**src/rtl/trng_pkg.sv**
```systemverilog
// Shared types and helpers for the TRNG entropy harvester.
package trng_pkg;

  typedef enum logic [1:0] {
    MODE_RAW     = 2'd0,
    MODE_VN      = 2'd1,
    MODE_VN_WHT  = 2'd2,
    MODE_RAW_WHT = 2'd3
  } mode_e;

  localparam logic [15:0] DEFAULT_LFSR_TAPS = 16'hB400;

  // Widest ring vector the reduction helper accepts; callers zero-extend.
  localparam int MAX_RINGS = 64;

  function automatic logic xor_reduce(input logic [MAX_RINGS-1:0] bits);
    return ^bits;
  endfunction

endpackage

```
**src/rtl/trng_fifo.sv**
```systemverilog
// Small synchronous FIFO holding harvested words; push while full is accepted
// only when a pop happens in the same cycle.
module trng_fifo import trng_pkg::*; #(
  parameter int WIDTH = 8,
  parameter int DEPTH = 4
) (
  input  logic                   clk,
  input  logic                   rst_n,
  input  logic                   push,
  input  logic [WIDTH-1:0]       push_data,
  input  logic                   pop,
  output logic [WIDTH-1:0]       pop_data,
  output logic                   full,
  output logic                   empty,
  output logic [$clog2(DEPTH):0] level
);

  localparam int AW = $clog2(DEPTH);
  localparam logic [AW:0] FULL_LEVEL = DEPTH[AW:0];

  logic [WIDTH-1:0] mem [DEPTH];
  logic [AW-1:0]    wr_ptr;
  logic [AW-1:0]    rd_ptr;
  logic             do_push;
  logic             do_pop;

  assign full     = (level == FULL_LEVEL);
  assign empty    = (level == '0);
  assign do_pop   = pop && !empty;
  assign do_push  = push && (!full || do_pop);
  assign pop_data = mem[rd_ptr];

  // Storage, pointers and occupancy; reset wipes contents so the head reads 0.
  always_ff @(posedge clk or posedge rst_n) begin
    if (rst_n) begin
      for (int i = 0; i < DEPTH; i++) mem[i] <= '0;
      wr_ptr <= '0;
      rd_ptr <= '0;
      level  <= '0;
    end else begin
      if (do_push) begin
        mem[wr_ptr] <= push_data;
        wr_ptr      <= wr_ptr + 1'b1;
      end
      if (do_pop) rd_ptr <= rd_ptr + 1'b1;
      case ({do_push, do_pop})
        2'b10:   level <= level + 1'b1;
        2'b01:   level <= level - 1'b1;
        default: level <= level;
      endcase
    end
  end

endmodule

```
**src/rtl/trng_harvester.sv**
```systemverilog
// Entropy harvester: ring-oscillator sampling, optional von Neumann debias and
// LFSR whitening, word packing, repetition-count health test and output FIFO.
module trng_harvester import trng_pkg::*; #(
  parameter int                NUM_RINGS  = 4,
  parameter int                LFSR_W     = 16,
  parameter logic [LFSR_W-1:0] LFSR_TAPS  = LFSR_W'(DEFAULT_LFSR_TAPS),
  parameter int                OUT_W      = 8,
  parameter int                FIFO_DEPTH = 4,
  parameter int                REP_LIMIT  = 32
) (
  input  logic                          clk,
  input  logic                          rst_n,
  input  logic                          en,
  input  logic [1:0]                    mode,
  input  logic [NUM_RINGS-1:0]          ring_in,
  output logic [OUT_W-1:0]              out_data,
  output logic                          out_valid,
  input  logic                          out_ready,
  output logic [$clog2(FIFO_DEPTH):0]   fifo_level,
  output logic                          health_fail
);

  localparam int PACK_W = $clog2(OUT_W);
  localparam int RUN_W  = $clog2(REP_LIMIT + 1);
  localparam logic [PACK_W-1:0] PACK_LAST = PACK_W'(OUT_W - 1);
  localparam logic [RUN_W-1:0]  RUN_MAX   = RUN_W'(REP_LIMIT);

  mode_e               mode_cur;
  mode_e               mode_q;
  logic [NUM_RINGS-1:0] sync1;
  logic [NUM_RINGS-1:0] sync2;
  logic                raw_bit;
  logic [1:0]          en_d;
  logic                raw_vld;
  logic [LFSR_W-1:0]   lfsr;
  logic                pair_flag;
  logic                pair_first;
  logic [PACK_W-1:0]   pack_cnt;
  logic [OUT_W-1:0]    pack_sr;
  logic                last_raw;
  logic [RUN_W-1:0]    run_cnt;
  logic [RUN_W-1:0]    run_next;

  logic take;
  logic vn_mode;
  logic wht_mode;
  logic mode_chg;
  logic cand_bit;
  logic cand_vld;
  logic bit_out;
  logic bit_in;
  logic word_done;
  logic push;
  logic pop;
  logic fifo_full;
  logic fifo_empty;

  assign mode_cur = mode_e'(mode);

  // Datapath selection: which raw bits become packer bits this cycle.
  always_comb begin
    take      = en && raw_vld;
    vn_mode   = (mode_cur == MODE_VN) || (mode_cur == MODE_VN_WHT);
    wht_mode  = (mode_cur == MODE_VN_WHT) || (mode_cur == MODE_RAW_WHT);
    mode_chg  = (mode_cur != mode_q);
    cand_bit  = raw_bit;
    cand_vld  = take;
    if (vn_mode) begin
      cand_bit = pair_first;
      cand_vld = take && pair_flag && (pair_first != raw_bit);
    end
    bit_out   = cand_bit ^ (wht_mode && lfsr[LFSR_W-1]);
    bit_in    = cand_vld && !mode_chg;
    word_done = bit_in && (pack_cnt == PACK_LAST);
    push      = word_done && !health_fail;
    out_valid = !fifo_empty && !health_fail;
    pop       = out_valid && out_ready;
  end

  // Run-length of identical raw bits, saturating at the trip point.
  always_comb begin
    run_next = run_cnt;
    if (raw_bit != last_raw) run_next = RUN_W'(1);
    else if (run_cnt != RUN_MAX) run_next = run_cnt + 1'b1;
  end

  // Two-flop synchroniser followed by the registered XOR reduction.
  always_ff @(posedge clk or posedge rst_n) begin
    if (rst_n) begin
      sync1   <= '0;
      sync2   <= '0;
      raw_bit <= 1'b0;
    end else if (en) begin
      sync1   <= ring_in;
      sync2   <= sync1;
      raw_bit <= xor_reduce(MAX_RINGS'(sync2));
    end
  end

  // Enable delay line marking when raw_bit carries a freshly sampled value.
  always_ff @(posedge clk or posedge rst_n) begin
    if (rst_n) begin
      en_d    <= '0;
      raw_vld <= 1'b0;
      mode_q  <= MODE_RAW;
    end else begin
      en_d    <= {en_d[0], en};
      raw_vld <= en_d[1];
      mode_q  <= mode_cur;
    end
  end

  // Fibonacci whitening LFSR, advancing every enabled cycle.
  always_ff @(posedge clk or posedge rst_n) begin
    if (rst_n) lfsr <= LFSR_W'(1);
    else if (en) lfsr <= {lfsr[LFSR_W-2:0], ^(lfsr & LFSR_TAPS)};
  end

  // Von Neumann pair tracking; a mode switch restarts pairing.
  always_ff @(posedge clk or posedge rst_n) begin
    if (rst_n) begin
      pair_flag  <= 1'b0;
      pair_first <= 1'b0;
    end else if (mode_chg) begin
      pair_flag  <= 1'b0;
    end else if (take && vn_mode) begin
      pair_flag <= !pair_flag;
      if (!pair_flag) pair_first <= raw_bit;
    end
  end

  // Word packer: first bit ends up in the MSB; count restarts even if the word is dropped.
  always_ff @(posedge clk or posedge rst_n) begin
    if (rst_n) begin
      pack_cnt <= '0;
      pack_sr  <= '0;
    end else if (mode_chg) begin
      pack_cnt <= '0;
    end else if (bit_in) begin
      pack_sr  <= {pack_sr[OUT_W-2:0], bit_out};
      pack_cnt <= word_done ? '0 : pack_cnt + 1'b1;
    end
  end

  // Repetition-count health test with a sticky failure flag.
  always_ff @(posedge clk or posedge rst_n) begin
    if (rst_n) begin
      last_raw    <= 1'b0;
      run_cnt     <= '0;
      health_fail <= 1'b0;
    end else if (take) begin
      last_raw <= raw_bit;
      run_cnt  <= run_next;
      if (run_next == RUN_MAX) health_fail <= 1'b1;
    end
  end

  trng_fifo #(
    .WIDTH (OUT_W),
    .DEPTH (FIFO_DEPTH)
  ) u_fifo (
    .clk       (clk),
    .rst_n     (rst_n),
    .push      (push),
    .push_data ({pack_sr[OUT_W-2:0], bit_out}),
    .pop       (pop),
    .pop_data  (out_data),
    .full      (fifo_full),
    .empty     (fifo_empty),
    .level     (fifo_level)
  );

endmodule

```
**config.mk**
```make
export PLATFORM = sky130hd
export DESIGN_NAME = trng_harvester
export DESIGN_NICKNAME = d
export VERILOG_FILES = /design/src/rtl/trng_pkg.sv /design/src/rtl/trng_fifo.sv /design/src/rtl/trng_harvester.sv
export SDC_FILE = /design/constraint.sdc
export NUM_CORES = 1
export LEC_CHECK = 0
export ABC_AREA = 1
export CORE_MARGIN = 2
export CORE_UTILIZATION = 59
export CTS_CLUSTER_SIZE = 14
export DETAILED_ROUTE_END_ITERATION = 12
export GPL_TIMING_DRIVEN = 0
export PLACE_DENSITY = 0.82
export SYNTH_ARGS = -nofsm -noshare
export SYNTH_HDL_FRONTEND = slang
export SYNTH_SLANG_ARGS = --single-unit
```
**constraint.sdc**
```tcl
create_clock -name clk -period 3 [get_ports clk]
set_input_delay 0.45 -clock clk [delete_from_list [all_inputs] [get_ports clk]]
set_output_delay 0.45 -clock clk [all_outputs]
set_load 0.05 [all_outputs]
```
==> results of run 1 <==
## state kept, by name, indices dropped and copies added, names as in the netlist, 2 cells and up
signal         flops
en_d               2
lfsr              16
mode_q             2
pack_cnt           3
pack_sr            7
run_cnt            6
sync1              4
sync2              4
u_fifo.level       3
u_fifo.mem        32
u_fifo.rd_ptr      2
u_fifo.wr_ptr      2
## area by class of cell
type	instances	area share
Inverter	43	0.0340
Clock inverter	6	0.0239
Tap cell	96	0.0249
Buffer	15	0.0210
Sequential cell	89	0.462
Clock buffer	10	0.0286
Multi-Input combinational cell	308	0.352
Timing Repair Buffer	23	0.0532
## synth_stat cells, types with 5 or more instances
cell / n
nand2_1: 113
dfrtp_1: 88
o21ai_0: 42
inv_1: 40
nor2_1: 39
a21oi_1: 18
nand3_1: 14
ha_1: 10
o21ai_1: 9
a21oi_2: 8
clkbuf_1: 8
nor2_2: 8
o22ai_1: 8
xnor2_1: 8
xor2_1: 8
nor2_8: 5
## kinds of logic (layout without fill, tap and decap cells)
group,Yosys count,count (layout)
compound gates,89,89
buf+inv,58,97
xor+xnor,16,16
fa+ha+maj,11,11
simple gates,192,192
flops,89,89
## power breakdown
part	internal (uW)	switching, uW	total, uW
clock	578	412	990
combinational	440	930	1370
sequential	1370	134	1510
## metrics by stage
step / setup TNS (ns) / hold WS, ns / std cells / setup slack (ns) / cell area (sq um)
6_report: 0 / 0.362 / 590 / 0.358 / 4820
5_1_grt: 0 / 0.367 / 590 / 0.227 / 4820
4_1_cts: 0 / 0.363 / 590 / 0.118 / 4810
3_5_place_dp: 0 / 0.337 / 574 / 0.181 / 4560
3_3_place_gp: -91.26 / 0.335 / 573 / -1.04 / 4530
2_1_floorplan: 0 / 0.331 / 455 / 0.0820 / 4190
## cell usage in the layout, fill, tap and decap left out, types with 3 or more instances in the layout
cell / synthesis / routed
a21oi_1: 18 / 18
a21oi_2: 8 / 8
bufinv_16: 0 / 3
clkbuf_1: 8 / 7
clkbuf_8: 0 / 10
clkdlybuf4s50_1: 0 / 14
dfrtp_1: 88 / 88
dlygate4sd2_1: 0 / 3
dlymetal6s2s_1: 0 / 5
ha_1: 10 / 10
inv_1: 40 / 39
nand2_1: 113 / 113
nand2_2: 3 / 3
nand3_1: 14 / 14
nor2_1: 39 / 39
nor2_2: 8 / 8
nor2_8: 5 / 5
o21ai_0: 42 / 42
o21ai_1: 9 / 9
o22ai_1: 8 / 8
xnor2_1: 8 / 8
xor2_1: 8 / 8
## repair_timing
item | CTS | global route
resized for setup | 4 | 5
pin swaps | 0 | 0
setup endpoints to repair | 8 | 5
setup buffers | 0 | 0
## layer usage
metal  vias up  GRT usage  routed length (um)
li1       1525          -                   -
met1      1482      0.286                3540
met2        54      0.372                3750
met3        11     0.0345                 233
met4         0      0.109                 125
met5         -          0                   0
## path summary, 6_finish.rpt
path / endpoint / slack (ns) / from
worst max-delay path: out_data[1] / 0.36 / u_fifo.rd_ptr[0]
worst min-delay path: en_d[1] / 0.36 / en_d[0]
worst max register to register: u_fifo.level[2] / 0.97 / u_fifo.level[0]
worst min register to register: en_d[1] / 0.36 / en_d[0]
max in group asynchronous: u_fifo.level[2] / 1.92 / rst_n
min in group asynchronous: lfsr[14] / 0.47 / rst_n
==> reports/metrics.json, run 1 <==
{
  "filler_cell_count": 526,
  "route.detailed.drc": 0,
  "async_flop_share": 1.00,
  "yosys.area_share.adder": 0.0347,
  "number_of_primary_i_o_pins": 23,
  "synthTopCellsByArea": "dfrtp_1, nand2_1, o21ai_0",
  "grt_pass1_wl_mm": 13.4,
  "muxShareOfSynthArea": 0,
  "worst_pin_slew_ns": 0.529,
  "cp_slowest_cell": "dlygate4sd2_1",
  "via_count_of_the_first_global_routing_pass": 2962,
  "synth_top_family_by_area": "simple AND/OR/NAND/NOR gates",
  "tritoncts": "built",
  "totalWireLength_mm": 7.65,
  "fin_worst_skew_ns": 0.0124,
  "finalCritPeriodShare": 0.881,
  "hp-class": "reg2reg",
  "maxCapViolations": 0,
  "slew_violations": 0,
  "register_clock_pin_slew_on_the_reported_worst_setup_and_hold_paths_ns": 0.08,
  "clock_tree.htree_level_count": 3,
  "fin_nets": 510,
  "die_area_sq_mm": 0.00778,
  "avgSynthCellArea_sq_um": 9.20,
  "tritoncts.num_buffers": 9,
  "peakVddDrop_mv": 0.410,
  "synth_seq_area_share": 0.532,
  "synth_edf_count": 0,
  "overflow": 0,
  "place_hpwl_mm": 5.39,
  "timing.critical_path.fanout_max": 10,
  "power.static_leakage_uw": 0.00255,
  "post_synth_and_or_nand_nor_area_fraction": 0.216,
  "core_area_sq_mm": 0.00683,
  "dr.pass1.iters": 4,
  "timing.fmax_mhz": 378,
  "num_rows": 30,
  "worstSetupStartpointType": "flop",
  "worstSkewPairLatency_ns": 0.36,
  "outcome": "complete, no violations",
  "synth.net_count": 476,
  "io_buffer_count": 22,
  "die-height_um": 88.2,
  "insertedDiodeCount": 0,
  "synth_compound_area_frac": 0.120,
  "final_period_minus_worst_setup_slack_ns": 2.64,
  "multi_input_comb_area_sq_mm": 0.00170,
  "start_util": 0.613,
  "synthDominantAreaCellType": "dfrtp_1",
  "clk_sinks": 89,
  "cell_at_the_root_of_the_clock_tree": "clkbuf_8",
  "grt_antenna_before_repair": 0,
  "worstPathRequired_ns": 2.55,
  "totalPowerFinal_uw": 3870,
  "powerDensity_mw_per_mm2": 802,
  "synthCells": 455,
  "detailedRoute.firstIterationViolations": 183,
  "rsz_0062_raised_after_global_routing": "no",
  "slew-limit-headroom": 0.645,
  "die-width_um": 88.2,
  "synth_ff_type": "dfrtp_1",
  "area.growth.synth_to_final_pct": 15.1,
  "regArea_sq_mm": 0.00223,
  "worst_r2r_path_depth": 11,
  "final_core_util": 0.705,
  "route.antenna.remaining_nets": 0,
  "endpoint_type_of_the_worst_setup_path": "primary output",
  "synth.ff_latch_count": 89,
  "mappedNetlistArea_sq_mm": 0.00419,
  "ctsHoldBuffers": 0,
  "synth_cell_type_count": 37,
  "critical_path_depth": 5,
  "crit_chain": "inv_1, clkbuf_2, o21ai_0, o22ai_1, dlygate4sd2_1",
  "synth-xor-area-share": 0.0335,
  "finalSetupViolCount": 0,
  "viasPerCell": 5.21,
  "timing_hold_violations_final": 0,
  "cpLargestDelayFamily": "buffers and inverters",
  "gr-usage-all-layers": 0.223,
  "wl_per_cell_um": 13.0,
  "critical_path_buf_inv_count": 3,
  "detailroute.via_count": 3072,
  "yosysWarnings": 0,
  "drive_above_1_share": 0.119,
  "clock_tree.buffer_depth": 2,
  "synth_top_area_frac": 0.526,
  "crit_arrival_ns": 2.19,
  "slowest_delay_ns": 0.55,
  "worstHoldPathCells": 0,
  "maximum_number_of_pins_on_one_net_before_global_route_repair": 54,
  "finalWeightedCongestion": 0.833,
  "path_class": "reg2out"
}
Note: power is estimated with default switching activity, not from simulation.
==> run 2, diff against run 1 <==
Settings changed: CAP_MARGIN from default to 20, SLEW_MARGIN from default to 0.
==> results of run 2 <==
Same layout as run 1: the final DEF is identical, and so are final timing and power.
